## src/rtl/trace_capture_unit_pkg.sv

```systemverilog
// Shared types and helpers for the execution-trace capture unit.
// An entry is packed as {pc, instr, mem_we, mem_addr, mem_wdata}, with mem_wdata in the LSBs.
package trace_pkg;

  typedef enum logic [1:0] {
    ST_IDLE  = 2'd0,
    ST_ARMED = 2'd1,
    ST_POST  = 2'd2,
    ST_DONE  = 2'd3
  } state_t;

  function automatic int clog2(input int value);
    int result;
    int v;
    result = 0;
    v = value - 1;
    while (v > 0) begin
      result = result + 1;
      v = v >> 1;
    end
    return result;
  endfunction

  function automatic int entry_w(input int aw, input int dw);
    return 2 * aw + 2 * dw + 1;
  endfunction

  function automatic int off_wdata(input int aw, input int dw);
    return 0 * aw + 0 * dw;
  endfunction

  function automatic int off_mem_addr(input int aw, input int dw);
    return 0 * aw + dw;
  endfunction

  function automatic int off_mem_we(input int aw, input int dw);
    return aw + dw;
  endfunction

  function automatic int off_instr(input int aw, input int dw);
    return aw + dw + 1;
  endfunction

  function automatic int off_pc(input int aw, input int dw);
    return aw + 2 * dw + 1;
  endfunction

endpackage

```

## src/rtl/trace_capture_unit_ram.sv

```systemverilog
// Trace storage: DEPTH x WIDTH array, one write port, one registered read port.
// Contents are intentionally not reset.
module trace_ram #(
  parameter int DEPTH = 32,
  parameter int WIDTH = 65,
  parameter int IDX_W = 5
) (
  input  logic             clk,
  input  logic             we,
  input  logic [IDX_W-1:0] waddr,
  input  logic [WIDTH-1:0] wdata,
  input  logic             re,
  input  logic [IDX_W-1:0] raddr,
  output logic [WIDTH-1:0] rdata
);

  logic [WIDTH-1:0] mem [DEPTH];

  always_ff @(posedge clk) begin
    if (we) begin
      mem[waddr] <= wdata;
    end
    if (re) begin
      rdata <= mem[raddr];
    end
  end

endmodule

```

## src/rtl/trace_capture_unit.sv

```systemverilog
// Execution-trace recorder: circular capture of retired instructions with PC or
// cycle-limit trigger, post-trigger count and oldest-first indexed readout.
//   state | meaning
//   IDLE  | nothing captured since reset
//   ARMED | storing samples, waiting for trigger
//   POST  | trigger seen, storing remaining post-trigger samples
//   DONE  | buffer frozen, readout allowed
module trace_capture_unit
  import trace_pkg::*;
#(
  parameter int ADDR_W       = 16,
  parameter int DATA_W       = 16,
  parameter int DEPTH        = 32,
  parameter int CYC_W        = 32,
  parameter bit STOP_ON_FULL = 1'b0,
  localparam int IDX_W       = clog2(DEPTH),
  localparam int ENTRY_W     = entry_w(ADDR_W, DATA_W)
) (
  input  logic               clk,
  input  logic               rst,
  input  logic               arm,
  input  logic               sample_en,
  input  logic [ADDR_W-1:0]  pc,
  input  logic [DATA_W-1:0]  instr,
  input  logic               mem_we,
  input  logic [ADDR_W-1:0]  mem_addr,
  input  logic [DATA_W-1:0]  mem_wdata,
  input  logic               trig_pc_en,
  input  logic [ADDR_W-1:0]  trig_pc,
  input  logic [CYC_W-1:0]   cyc_limit,
  input  logic [IDX_W:0]     post_count,
  input  logic               rd_req,
  input  logic [IDX_W-1:0]   rd_idx,
  output logic               rd_valid,
  output logic [ENTRY_W-1:0] rd_entry,
  output logic [IDX_W:0]     count,
  output logic               busy,
  output logic               done,
  output logic               triggered,
  output logic               timeout
);

  localparam logic [IDX_W:0] CNT_ONE  = (IDX_W + 1)'(1);
  localparam logic [IDX_W:0] CNT_FULL = (IDX_W + 1)'(DEPTH);

  state_t             state, state_nxt;
  logic [IDX_W-1:0]   wr_ptr, wr_ptr_nxt;
  logic [IDX_W:0]     count_nxt;
  logic [IDX_W:0]     post_cnt, post_nxt;
  logic [CYC_W-1:0]   cyc_cnt, cyc_nxt;
  logic               trig_nxt, tmo_nxt;
  logic               ram_we;
  logic               pc_hit, cyc_hit;
  logic               rd_fire, rd_zero;
  logic [IDX_W-1:0]   rd_addr;
  logic [ENTRY_W-1:0] wr_entry, ram_q;

  assign wr_entry = {pc, instr, mem_we, mem_addr, mem_wdata};
  assign pc_hit   = trig_pc_en && sample_en && (pc == trig_pc);
  assign cyc_hit  = (cyc_limit != '0) && (cyc_cnt == cyc_limit - CYC_W'(1));

  always_comb begin
    state_nxt  = state;
    wr_ptr_nxt = wr_ptr;
    count_nxt  = count;
    cyc_nxt    = cyc_cnt;
    post_nxt   = post_cnt;
    trig_nxt   = triggered;
    tmo_nxt    = timeout;
    ram_we     = 1'b0;
    if (arm) begin
      state_nxt  = ST_ARMED;
      wr_ptr_nxt = '0;
      count_nxt  = '0;
      cyc_nxt    = '0;
      post_nxt   = '0;
      trig_nxt   = 1'b0;
      tmo_nxt    = 1'b0;
    end else begin
      case (state)
        ST_ARMED: begin
          cyc_nxt = cyc_cnt + CYC_W'(1);
          if (pc_hit || cyc_hit) begin
            trig_nxt = 1'b1;
            tmo_nxt  = !pc_hit;
            if (post_count == '0) begin
              state_nxt = ST_DONE;
            end else begin
              // a sample coinciding with the trigger counts as the first post sample
              ram_we    = sample_en;
              post_nxt  = sample_en ? CNT_ONE : '0;
              state_nxt = (sample_en && post_count == CNT_ONE) ? ST_DONE : ST_POST;
            end
          end else begin
            ram_we = sample_en;
          end
        end
        ST_POST: begin
          ram_we = sample_en;
          if (sample_en) begin
            post_nxt = post_cnt + CNT_ONE;
            if (post_nxt == post_count) begin
              state_nxt = ST_DONE;
            end
          end
        end
        default: ;
      endcase
      if (ram_we) begin
        wr_ptr_nxt = wr_ptr + IDX_W'(1);
        if (count != CNT_FULL) begin
          count_nxt = count + CNT_ONE;
        end
        if (STOP_ON_FULL && count_nxt == CNT_FULL) begin
          state_nxt = ST_DONE;
        end
      end
    end
  end

  always_ff @(posedge clk) begin
    if (rst) begin
      state     <= ST_IDLE;
      wr_ptr    <= '0;
      count     <= '0;
      cyc_cnt   <= '0;
      post_cnt  <= '0;
      triggered <= 1'b0;
      timeout   <= 1'b0;
      rd_valid  <= 1'b0;
      rd_zero   <= 1'b0;
    end else begin
      state     <= state_nxt;
      wr_ptr    <= wr_ptr_nxt;
      count     <= count_nxt;
      cyc_cnt   <= cyc_nxt;
      post_cnt  <= post_nxt;
      triggered <= trig_nxt;
      timeout   <= tmo_nxt;
      rd_valid  <= rd_fire;
      rd_zero   <= ({1'b0, rd_idx} >= count);
    end
  end

  // readout index 0 is the oldest entry still held in the buffer
  assign rd_fire  = rd_req && (state == ST_DONE) && !arm;
  assign rd_addr  = wr_ptr - count[IDX_W-1:0] + rd_idx;
  assign rd_entry = (rd_valid && !rd_zero) ? ram_q : '0;
  assign busy     = (state == ST_ARMED) || (state == ST_POST);
  assign done     = (state == ST_DONE);

  trace_ram #(
    .DEPTH(DEPTH),
    .WIDTH(ENTRY_W),
    .IDX_W(IDX_W)
  ) u_ram (
    .clk  (clk),
    .we   (ram_we),
    .waddr(wr_ptr),
    .wdata(wr_entry),
    .re   (rd_fire),
    .raddr(rd_addr),
    .rdata(ram_q)
  );

endmodule

```

## config.mk

```make
export PLATFORM = sky130hd
export DESIGN_NAME = trace_capture_unit
export DESIGN_NICKNAME = d
export VERILOG_FILES = /design/src/rtl/trace_capture_unit_pkg.sv /design/src/rtl/trace_capture_unit_ram.sv /design/src/rtl/trace_capture_unit.sv
export SDC_FILE = /design/constraint.sdc
export NUM_CORES = 2
export LEC_CHECK = 0
export ABC_CLOCK_PERIOD_IN_PS = 19100
export BUFFER_PORTS_ARGS = -buffer_cell sky130_fd_sc_hd__buf_4
export CORE_MARGIN = 2
export CORE_UTILIZATION = 60
export DETAILED_ROUTE_END_ITERATION = 16
export GPL_TIMING_DRIVEN = 0
export HOLD_SLACK_MARGIN = 0.12
export PLACE_DENSITY = 0.79
export SYNTH_ARGS = -nofsm -noshare
export SYNTH_HDL_FRONTEND = slang
export SYNTH_SLANG_ARGS = --single-unit
export TNS_END_PERCENT = 50
```

## constraint.sdc

```tcl
create_clock -name clk -period 19.1 [get_ports clk]
set_clock_uncertainty 0.15 [all_clocks]
set_input_delay 1.91 -clock clk [delete_from_list [all_inputs] [get_ports clk]]
set_output_delay 1.91 -clock clk [all_outputs]
set_load 0.005 [all_outputs]
```

==> key figures <==
Route
  – Vias per inst: 7.12
  – Routed WL per cell: 38.0 um
  – Number of remaining DRC errors: 0
  – WL met3: just over 30 mm
  – DR iter-0 viols: approximately 7.5k
  – 1st-pass router iterations: 6
  – Wire length on met1: slightly below 80 mm
  – Drt total wl: around 240 mm
  – Highest routed metal layer: met5
  – Total number of vias: 44.7k
  – Antenna viol nets, final: 0
  – Met2 wire len: about 120 mm

Synth
  – Cells after synthesis: between 3k and 4k
  – Number of flops mapped to enable cells by yosys: 2145
  – Yosys cell types: 57
  – Syn Nets: 3857
  – Ys flop type: edfxtp_1
  – Synthesis-stage register bit count: 2200
  – Synthesized area: roughly 85000 um^2
  – Fraction of registers with async set/reset: 0
  – Post-synthesis sequential area ratio: 0.766
  – Syn Area/Cell: 23.1 um^2
  – Synthesis Warnings: 0

STA
  – RSZ-0062 raised after global routing: false
  – Setup-failing EPs final: 0
  – Final min period: 6.87 ns
  – Hold slack final: 0.306 ns
  – Final TNS setup: 0 ns
  – Tcrit/Tclk final: 0.360
  – Slew @ Worst Pin: 1.61 ns
  – Fin. Hold Viols: 0
  – Achievable Freq: 146 MHz
  – Relative slew slack: -0.0724
  – Max-slew violations: 44

Global route
  – First-pass GRT wire length: 336 mm
  – Initial antenna violation count: 14
  – Largest net degree at the start of global routing: 34
  – Grt ovf: 0
  – Vias in the first global route: approximately 45k
  – GRT Util Overall: 0.332

Critical path
  – Critical path launch point type: primary input
  – Crit-path most repeated cell: inv_1
  – Critical path type: in -> reg
  – Worst EP arrival: 7.31 ns
  – Crit-path max FO: 10
  – Worst setup EP type: register
  – Worst path slowest cell: clkbuf_1
  – CP max stage delay: around 1.2 ns
  – CP Data Required Time: 19.54 ns
  – Cell breakdown of the critical path: buf_4 -> inv_1 -> fa_1 -> inv_1 -> ha_1 -> a21o_1 -> a21oi_1 -> xnor2_1 -> clkbuf_1 -> buf_1 -> mux4_2 -> mux2_2

Floorplan
  – Rows: 138
  – Top Ports: approximately 210
  – Core ar.: 141000 um^2
  – DIE AREA: roughly 150000 um^2
  – Die height: 381 um
  – Starting Density: 0.605
  – Chip Width: 381 um

Placed design
  – Dpl cells: 5894
  – IO buf count: ~200
  – Gpl congestion: 0.840
  – Post-DP HPWL: 133 mm

CTS
  – CTS resizes: 0
  – Clk slew on worst S/H paths: 0.07 ns
  – H-tree depth: 4
  – Root Driver: clkbuf_16
  – CTS buffer count: 205
  – Clock buffer depth: 3
  – Worst-Skew Late Latency: 0.87 ns
  – CTS tree: built
  – Post-CTS setup buffers: 0
  – Clk sink count: 2200
  – Post-CTS Hold Buffers: 0

Cells and area
  – Non-filler cells, final: 6283
  – Ratio of cells with drive above 1 in the final layout: 0.312
  – Layout Utilization: 0.694
  – Fill cells: 7805
  – Final nets: approximately 4.4k
  – Layout Area Growth over Synthesis: 14.8%
  – Multi-input logic area: ~19000 um^2
  – Sequential cell area: 65500 um^2

Power and ir drop
  – VDD IR max: 97.9 uV
  – Power Dens Cells: around 110 nW/um^2
  – P_leak: 30.7 nW
  – Power, Total: 10.5 mW

Worst hold path
  – Hold Crit Class: reg -> reg

Outcome
  – Outcome: finished, violations left
  – Failing checks: capacitance limit, slew limit

Job
  – Max Cap Violations: 4
==> worst paths after layout <==
path / cells past startpoint / from / slack, ns / end
worst max-delay path: 12 / rd_idx[2] / 12.23 / u_ram.rdata[45]$_DFFE_PP_
worst min-delay path: 2 / triggered$_SDFFE_PP0P_ / 0.31 / triggered$_SDFFE_PP0P_
worst max register to register: 11 / wr_ptr[2]$_SDFFE_PP0P_ / 12.77 / u_ram.rdata[45]$_DFFE_PP_
worst min register to register: 2 / triggered$_SDFFE_PP0P_ / 0.31 / triggered$_SDFFE_PP0P_
==> stage by stage <==
| step | setup WS [ns] | area [um^2] |
|---|---|---|
| after global placement | 6.10 | 89400 |
| after global routing | 12.29 | 98200 |
| after detailed placement | 11.62 | 91800 |
| after CTS | 12.47 | 98100 |
| final | 12.23 | 98200 |
| after floorplan | 10.73 | 85500 |
==> cell usage in the layout (no fill, tap or decap), types with 20 or more instances in the layout <==
master	synthesis	routed
mux4_2	650	650
mux2_2	65	65
ha_1	23	23
nor2_1	99	66
clkbuf_1	130	169
nand3_1	31	31
edfxtp_1	2145	2145
buf_16	0	20
xnor2_1	54	54
clkinv_2	0	42
buf_12	0	82
clkbuf_16	0	208
inv_1	33	33
nand2_1	32	32
nor3_1	22	22
dfxtp_1	55	55
a21oi_1	25	25
buf_1	45	45
xor2_1	46	46
buf_4	0	202
and2_1	67	67
nor2_4	0	33
clkinv_1	0	49
==> critical path: cells and delay by family <==
kind | cells | cell delay (ns)
muxes | 2 | 1.00
buffers and inverters | 5 | 2.35
xor gates and xnor gates | 1 | 0.93
AOI/OAI and AO/OA | 2 | 0.21
adders and majority gates | 2 | 0.86
==> routing by layer <==
metal  GRT usage  vias up
met5           0        -
met4       0.156       12
met3      0.0861      698
met2       0.533     4203
met1       0.430    23085
li1            -    16743
==> Yosys cell counts (all sizes together), types with 5 or more instances <==
cell type,n,area [um^2]
mux2i,5,50.1
nor2b,7,43.8
and4,5,43.8
nand3,31,155
or4,12,97.6
nor3,22,110
buf,53,238
edfxtp,2145,64400
xnor2,54,473
nand2,32,120
a21oi,25,125
and2,67,419
inv,33,124
dfxtp,55,1100
o21ai,21,105
or3,17,106
nor2,99,372
nand4,17,106
ha,23,288
mux2,65,732
nor4,20,155
xor2,46,403
clkbuf,130,488
nand2b,7,43.8
mux4,650,14600
==> flip-flops by register name, indices dropped and copies added, names as in the netlist, 2 cells and up <==
signal,cells
count,6
cyc_cnt,32
post_cnt,6
state,2
u_ram.mem,2080
u_ram.rdata,65
wr_ptr,5
==> area by class of cell <==
type                            count  share of cell area
Multi-Input combinational cell   1284               0.197
Clock buffer                      251              0.0547
Sequential cell                  2200               0.667
Antenna cell                       11            0.000280
Buffer                            183             0.00744
Clock inverter                    126             0.00960
Timing Repair Buffer              305              0.0379
Inverter                           33             0.00126
Tap cell                         1890              0.0241
==> cells by family (layout without fill, tap and decap cells) <==
family,after synthesis,count (layout),share of synthesized area
AO/OA/AOI/OAI,83,83,0.00638
adder cells (fa/ha/maj),27,27,0.00430
XOR/XNOR,100,100,0.0102
other,0,11,0
AND/OR/NAND/NOR,354,354,0.0225
multiplexers,720,720,0.180
buffers and inverters,216,898,0.00994
flip-flops,2200,2200,0.766
==> power by group <==
part | leakage (nW) | internal (mW) | switching [mW]
clock | 3.08 | 2.12 | 1.82
combinational | 7.86 | 0.528 | 0.659
sequential | 19.7 | 5.32 | 0.00396
Note: power is estimated with default switching activity, not from simulation.
